## config.mk

```make
export PLATFORM = sky130hd
export DESIGN_NAME = mips_multicycle_ctrl
export DESIGN_NICKNAME = d
export VERILOG_FILES = /design/src/rtl/mips_ctrl_pkg.sv /design/src/rtl/mips_mem_timeout.sv /design/src/rtl/mips_multicycle_ctrl.sv
export SDC_FILE = /design/constraint.sdc
export NUM_CORES = 1
export LEC_CHECK = 0
export BUFFER_PORTS_ARGS = -buffer_cell sky130_fd_sc_hd__buf_2
export CAP_MARGIN = 20
export CORE_MARGIN = 1
export CORE_UTILIZATION = 30
export DETAILED_ROUTE_END_ITERATION = 7
export GPL_TIMING_DRIVEN = 0
export HOLD_SLACK_MARGIN = 0.1
export PLACE_DENSITY = 0.56
export SKIP_LAST_GASP = 1
export SYNTH_ARGS = -nofsm -noshare
export SYNTH_HDL_FRONTEND = slang
export SYNTH_SLANG_ARGS = --single-unit
```

## constraint.sdc

```tcl
create_clock -name clk -period 1.67 [get_ports clk]
set_input_delay 0.334 -clock clk [delete_from_list [all_inputs] [get_ports clk]]
set_output_delay 0.334 -clock clk [all_outputs]
set_load 0.03 [all_outputs]
```

## src/rtl/mips_ctrl_pkg.sv

```systemverilog
// Shared encodings for the multi-cycle MIPS main control unit:
// state codes, opcodes and datapath mux select values.
package mips_ctrl_pkg;

    typedef enum logic [3:0] {
        S_FETCH  = 4'd0,
        S_DECODE = 4'd1,
        S_MEMADR = 4'd2,
        S_MEMRD  = 4'd3,
        S_MEMWB  = 4'd4,
        S_MEMWR  = 4'd5,
        S_EXEC   = 4'd6,
        S_ALUWB  = 4'd7,
        S_BRANCH = 4'd8,
        S_JUMP   = 4'd9
    } state_t;

    localparam logic [5:0] OP_RTYPE = 6'b000000;
    localparam logic [5:0] OP_LW    = 6'b100011;
    localparam logic [5:0] OP_SW    = 6'b101011;
    localparam logic [5:0] OP_BEQ   = 6'b000100;
    localparam logic [5:0] OP_J     = 6'b000010;

    localparam logic [1:0] SRCB_REG     = 2'b00;
    localparam logic [1:0] SRCB_FOUR    = 2'b01;
    localparam logic [1:0] SRCB_SEXT    = 2'b10;
    localparam logic [1:0] SRCB_SEXT_SH = 2'b11;

    localparam logic [1:0] ALU_ADD   = 2'b00;
    localparam logic [1:0] ALU_SUB   = 2'b01;
    localparam logic [1:0] ALU_FUNCT = 2'b10;

    localparam logic [1:0] PC_ALU    = 2'b00;
    localparam logic [1:0] PC_ALUOUT = 2'b01;
    localparam logic [1:0] PC_JUMP   = 2'b10;

endpackage

```

## src/rtl/mips_mem_timeout.sv

```systemverilog
// Memory-wait watchdog: counts consecutive stalled cycles and flags
// expiry on the last allowed cycle so the FSM can abort the access.
module mips_mem_timeout #(
    parameter int TIMEOUT_CYCLES = 255
) (
    input  logic clk,
    input  logic reset,
    input  logic waiting,
    input  logic ready,
    output logic expire
);

    localparam logic [7:0] LAST = 8'(TIMEOUT_CYCLES - 1);

    logic [7:0] cnt_q;
    logic [7:0] cnt_d;
    logic       stall;

    assign stall  = waiting && !ready;
    assign expire = stall && (cnt_q == LAST);

    // Expiry and every state change restart the count from zero.
    always_comb begin
        cnt_d = 8'd0;
        if (stall && !expire)
            cnt_d = cnt_q + 8'd1;
    end

    always_ff @(posedge clk) begin
        if (reset)
            cnt_q <= 8'd0;
        else
            cnt_q <= cnt_d;
    end

endmodule

```

## src/rtl/mips_multicycle_ctrl.sv

```systemverilog
// Multi-cycle MIPS main control FSM with memory-wait stalls,
// memory timeout abort and illegal-opcode recovery.
import mips_ctrl_pkg::*;

module mips_multicycle_ctrl #(
    parameter int TIMEOUT_CYCLES = 255
) (
    input  logic       clk,
    input  logic       reset,
    input  logic [5:0] Instruction_op,
    input  logic       mem_ready,
    output logic       PCWrite,
    output logic       PCWriteCond,
    output logic       IorD,
    output logic       MemRead,
    output logic       MemWrite,
    output logic       IRWrite,
    output logic       MemtoReg,
    output logic       RegDst,
    output logic       RegWrite,
    output logic       ALUSrcA,
    output logic [1:0] ALUSrcB,
    output logic [1:0] ALUOp,
    output logic [1:0] PCSource,
    output logic       illegal_op,
    output logic       mem_err,
    output logic [3:0] state_dbg
);

    state_t state_q, state_d;
    logic   is_lw_q, is_lw_d;
    logic   waiting;
    logic   expire;

    assign waiting   = (state_q == S_FETCH) || (state_q == S_MEMRD)
                    || (state_q == S_MEMWR);
    assign state_dbg = state_q;

    mips_mem_timeout #(
        .TIMEOUT_CYCLES(TIMEOUT_CYCLES)
    ) u_timeout (
        .clk    (clk),
        .reset  (reset),
        .waiting(waiting),
        .ready  (mem_ready),
        .expire (expire)
    );

    always_comb begin
        state_d     = state_q;
        is_lw_d     = is_lw_q;
        PCWrite     = 1'b0;
        PCWriteCond = 1'b0;
        IorD        = 1'b0;
        MemRead     = 1'b0;
        MemWrite    = 1'b0;
        IRWrite     = 1'b0;
        MemtoReg    = 1'b0;
        RegDst      = 1'b0;
        RegWrite    = 1'b0;
        ALUSrcA     = 1'b0;
        ALUSrcB     = SRCB_REG;
        ALUOp       = ALU_ADD;
        PCSource    = PC_ALU;
        illegal_op  = 1'b0;
        mem_err     = 1'b0;
        // Under reset every output stays at its zero default.
        if (!reset) begin
            case (state_q)
                S_FETCH: begin
                    MemRead = 1'b1;
                    ALUSrcB = SRCB_FOUR;
                    IRWrite = mem_ready;
                    PCWrite = mem_ready;
                    if (mem_ready)
                        state_d = S_DECODE;
                    else if (expire)
                        mem_err = 1'b1;
                end
                S_DECODE: begin
                    ALUSrcB = SRCB_SEXT_SH;
                    is_lw_d = (Instruction_op == OP_LW);
                    case (Instruction_op)
                        OP_RTYPE:     state_d = S_EXEC;
                        OP_LW, OP_SW: state_d = S_MEMADR;
                        OP_BEQ:       state_d = S_BRANCH;
                        OP_J:         state_d = S_JUMP;
                        default: begin
                            state_d    = S_FETCH;
                            illegal_op = 1'b1;
                        end
                    endcase
                end
                S_MEMADR: begin
                    ALUSrcA = 1'b1;
                    ALUSrcB = SRCB_SEXT;
                    state_d = is_lw_q ? S_MEMRD : S_MEMWR;
                end
                S_MEMRD: begin
                    MemRead = 1'b1;
                    IorD    = 1'b1;
                    if (mem_ready) begin
                        state_d = S_MEMWB;
                    end else if (expire) begin
                        state_d = S_FETCH;
                        mem_err = 1'b1;
                    end
                end
                S_MEMWB: begin
                    RegWrite = 1'b1;
                    MemtoReg = 1'b1;
                    state_d  = S_FETCH;
                end
                S_MEMWR: begin
                    MemWrite = 1'b1;
                    IorD     = 1'b1;
                    if (mem_ready) begin
                        state_d = S_FETCH;
                    end else if (expire) begin
                        state_d = S_FETCH;
                        mem_err = 1'b1;
                    end
                end
                S_EXEC: begin
                    ALUSrcA = 1'b1;
                    ALUOp   = ALU_FUNCT;
                    state_d = S_ALUWB;
                end
                S_ALUWB: begin
                    RegWrite = 1'b1;
                    RegDst   = 1'b1;
                    state_d  = S_FETCH;
                end
                S_BRANCH: begin
                    ALUSrcA     = 1'b1;
                    ALUOp       = ALU_SUB;
                    PCWriteCond = 1'b1;
                    PCSource    = PC_ALUOUT;
                    state_d     = S_FETCH;
                end
                S_JUMP: begin
                    PCWrite  = 1'b1;
                    PCSource = PC_JUMP;
                    state_d  = S_FETCH;
                end
                default: state_d = S_FETCH;
            endcase
        end
    end

    always_ff @(posedge clk) begin
        if (reset) begin
            state_q <= S_FETCH;
            is_lw_q <= 1'b0;
        end else begin
            state_q <= state_d;
            is_lw_q <= is_lw_d;
        end
    end

endmodule

```

==> run_results.csv <==
group,metric,value,unit
floorplan,initial_utilization,32.9,%
cts,clock_tree.buffer_depth,2,
drt,avgViaCountPerCell,5.37,
cts,tritoncts_num_sinks,13,
pwr,p_seq_share,44.7,%
setup_path,worst_ep_arrival_time,1.44,ns
cts,clk_root_buffer_cell,"clkbuf_4",
timing,tmin_final,1.77,ns
drt,detailedRoute.firstIterationViolations,42,
logic_synthesis,yosys_most_used_dff,"dfxtp_1",
grt,grt_use_total,17.3,%
cells_and_area,final_layout_size_suffix_gt1_share,67.9,%
logic_synthesis,post-synth-top-area-fraction,30.5,%
logic_synthesis,yosys.cell_types.count,37,
timing,slew_violations,0,
pwr,p_int,495,uW
pwr,power-per-cell-area,417,nW/um^2
logic_synthesis,synth.cells.most_frequent,"nor2_1 (16), dfxtp_1 (13), nand2_1 (8)",
pwr,irDropWorstVdd,0.000539,V
grt,grt_first_pass_wirelength,4.36,mm
pwr,netSwitchingPower,212,uW
timing,worstMarginPinSlew,0.425,ns
drt,drt-total-wl,2.86,mm
timing,timing.max_slew.rel_slack,71.2,%
cells_and_area,area_growth,99.0,%
floorplan,height_of_the_chip,55.3,um
timing,min_period_over_period,106,%
floorplan,core_region_area,2590,sq um
timing,finalSetupViolCount,7,
cts,cts.clk_slew.worst_paths,0.07,ns
pwr,clkPwrFrac,25.6,%
grt,grt_antenna_before_repair,0,
logic_synthesis,mappedNetlistNets,122,
setup_path,crit_path_end_kind,"output pin",
cells_and_area,filler_cell_count,222,
pwr,total_power,707,uW
cts,tritoncts,"done",
run_status,status,"complete, but fails checks",
drt,dr.pass1.iters,4,
cts,clk_latency,0.26,ns
logic_synthesis,synth_edf_count,0,
cells_and_area,utilization,65.6,%
setup_path,path_max_fanout,2,
cells_and_area,number_of_nets_in_the_layout,180,
setup_path,worst_ep_required_time,1.34,ns
logic_synthesis,avgSynthCellArea,7.69,sq um
placement,dpl.cell_count,171,
pwr,p_leak,0.000705,uW
worst_hold_path,hold_class,"in -> reg",
run_status,failed_checks,"negative setup slack",
floorplan,core.rowCount,18,
cells_and_area,num_antenna_cells,0,
logic_synthesis,synthMostInstantiatedCell,"nor2_1",
placement,pre_cts_slack,-0.188,ns
grt,via_count_of_the_first_global_routing_pass,968,
logic_synthesis,ys_ff_latch,13,
logic_synthesis,synth.largest_area_cell,"dfxtp_1",
timing,hold_ws,0.353,ns
logic_synthesis,yosys_warnings,0,
floorplan,die_area,3060,sq um
timing,max_freq,0.565,GHz
pwr,comb_power_share,29.7,%
floorplan,die_x,55.3,um
grt,gr-total-overflow,0,
setup_path,critPathKind,"reg -> out",
placement,post-dp-hpwl,1.74,mm
logic_synthesis,synthesis.instances,111,
cts,cts_made_buffers,3,
run,cap_violations,0,
cts,htreeDepth,1,
drt,detail_route.drc_violations,0,
timing,clock-skew-final,0.000890,ns
placement,port_buffers,30,
timing,setup_slack,-0.100,ns
floorplan,ios,31,
cells_and_area,fin_cells,198,
pwr,switching_share,30.0,%
logic_synthesis,synth_async_sr_flop_share,0,%
drt,ant_nets,0,
drt,avgRoutedWirePerCell,14.4,um
timing,grt_setup_unrepaired,"yes",
placement,globalplace.congestion,0.756,
logic_synthesis,sequential_area_share_after_synthesis,30.5,%
logic_synthesis,syn_area,853,sq um
grt,largest_net_degree_at_the_start_of_global_routing,11,
timing,hold_viol_final,0,
drt,vias,1063,
setup_path,setup.worst_path.start_class,"flip-flop",
logic_synthesis,synth_top_cells_by_area,"dfxtp_1 (30%), nor2_1 (7.0%), xor2_1 (6.2%)",
logic make-up (layout without fill, tap and decap cells):
group / count (synthesis) / after routing / share of synthesized area [%]
simple gates: 60 / 60 / 37.5
compound gates: 15 / 15 / 13.5
flops: 13 / 13 / 30.5
buf+inv: 12 / 69 / 6.30
xor+xnor: 9 / 9 / 9.24
fa+ha+maj: 2 / 2 / 2.93
cell usage in the layout, fill, tap and decap left out, drive strengths merged, types with 3 or more instances in the layout:
cell	n
xor2	6
inv	4
nor4	3
and3	4
nor2	16
nand4	3
dfxtp	13
or2	3
clkbuf	5
buf	60
nand2	8
nand3	7
nor3	6
xnor2	3
sequential cells by signal (all words and copies together), names as in the netlist:
signal / cells
is_lw_q: 1
state_dbg: 4
u_timeout.cnt_q: 8
path summary, 6_finish.rpt:
kind	from	endpoint	cells after the start	slack, ns
min	Instruction_op[3]	is_lw_q$_SDFFE_PP0P_	3	0.35
max reg2reg	state_dbg[1]$_SDFFE_PP0P_	state_dbg[2]$_SDFFE_PP0P_	6	0.11
max	u_timeout.cnt_q[3]$_SDFF_PP0_	mem_err	4	-0.10
min reg2reg	u_timeout.cnt_q[5]$_SDFF_PP0_	u_timeout.cnt_q[5]$_SDFF_PP0_	2	0.50
cell type report:
type	instances	area [sq um]	area share (%)
plain buffers	5	72.6	4.27
clock buffers	4	26.3	1.55
inverters	4	15.0	0.884
multi-input cells	86	826	48.6
flip-flops and latches	13	288	16.9
well taps	30	37.5	2.21
repair buffers	56	433	25.5
per-layer routing:
metal  wire length, um  global-route usage, %
met1              1240                   23.8
met2              1470                   29.6
met3               149                   3.51
met4                 0                      0
met5                 0                      0
critical path: stages (launching register included):
cell	delay (ns)
dfxtp_2	0.33
and4_4	0.23
nand4_1	0.16
nor4b_4	0.29
buf_6	0.16
per-stage QoR:
step / area (sq um) / setup TNS (ns)
2_1_floorplan: 1040 / -0.683
3_3_place_gp: 1230 / -0.334
3_5_place_dp: 1230 / -0.469
4_1_cts: 1580 / -0.737
5_1_grt: 1700 / -1.00
6_report: 1700 / -0.404
what timing repair did:
action / in CTS / in global routing
hold buffers: 0 / 0
pin swaps: 12 / 7
endpoints found under the setup margin: 17 / 26
setup buffers: 22 / 4
gates resized for setup: 61 / 30
power groups by stage:
| stage | clock network, uW | registers (uW) | logic (uW) |
|---|---|---|---|
| after detailed placement | 0 | 328 | 146 |
| after global placement | 0 | 328 | 144 |
| after global routing | 211 | 317 | 223 |
| after floorplan | 0 | 330 | 101 |
| final | 181 | 317 | 210 |
| after CTS | 193 | 315 | 191 |
No activity file was read; power rests on OpenSTA's default activity.
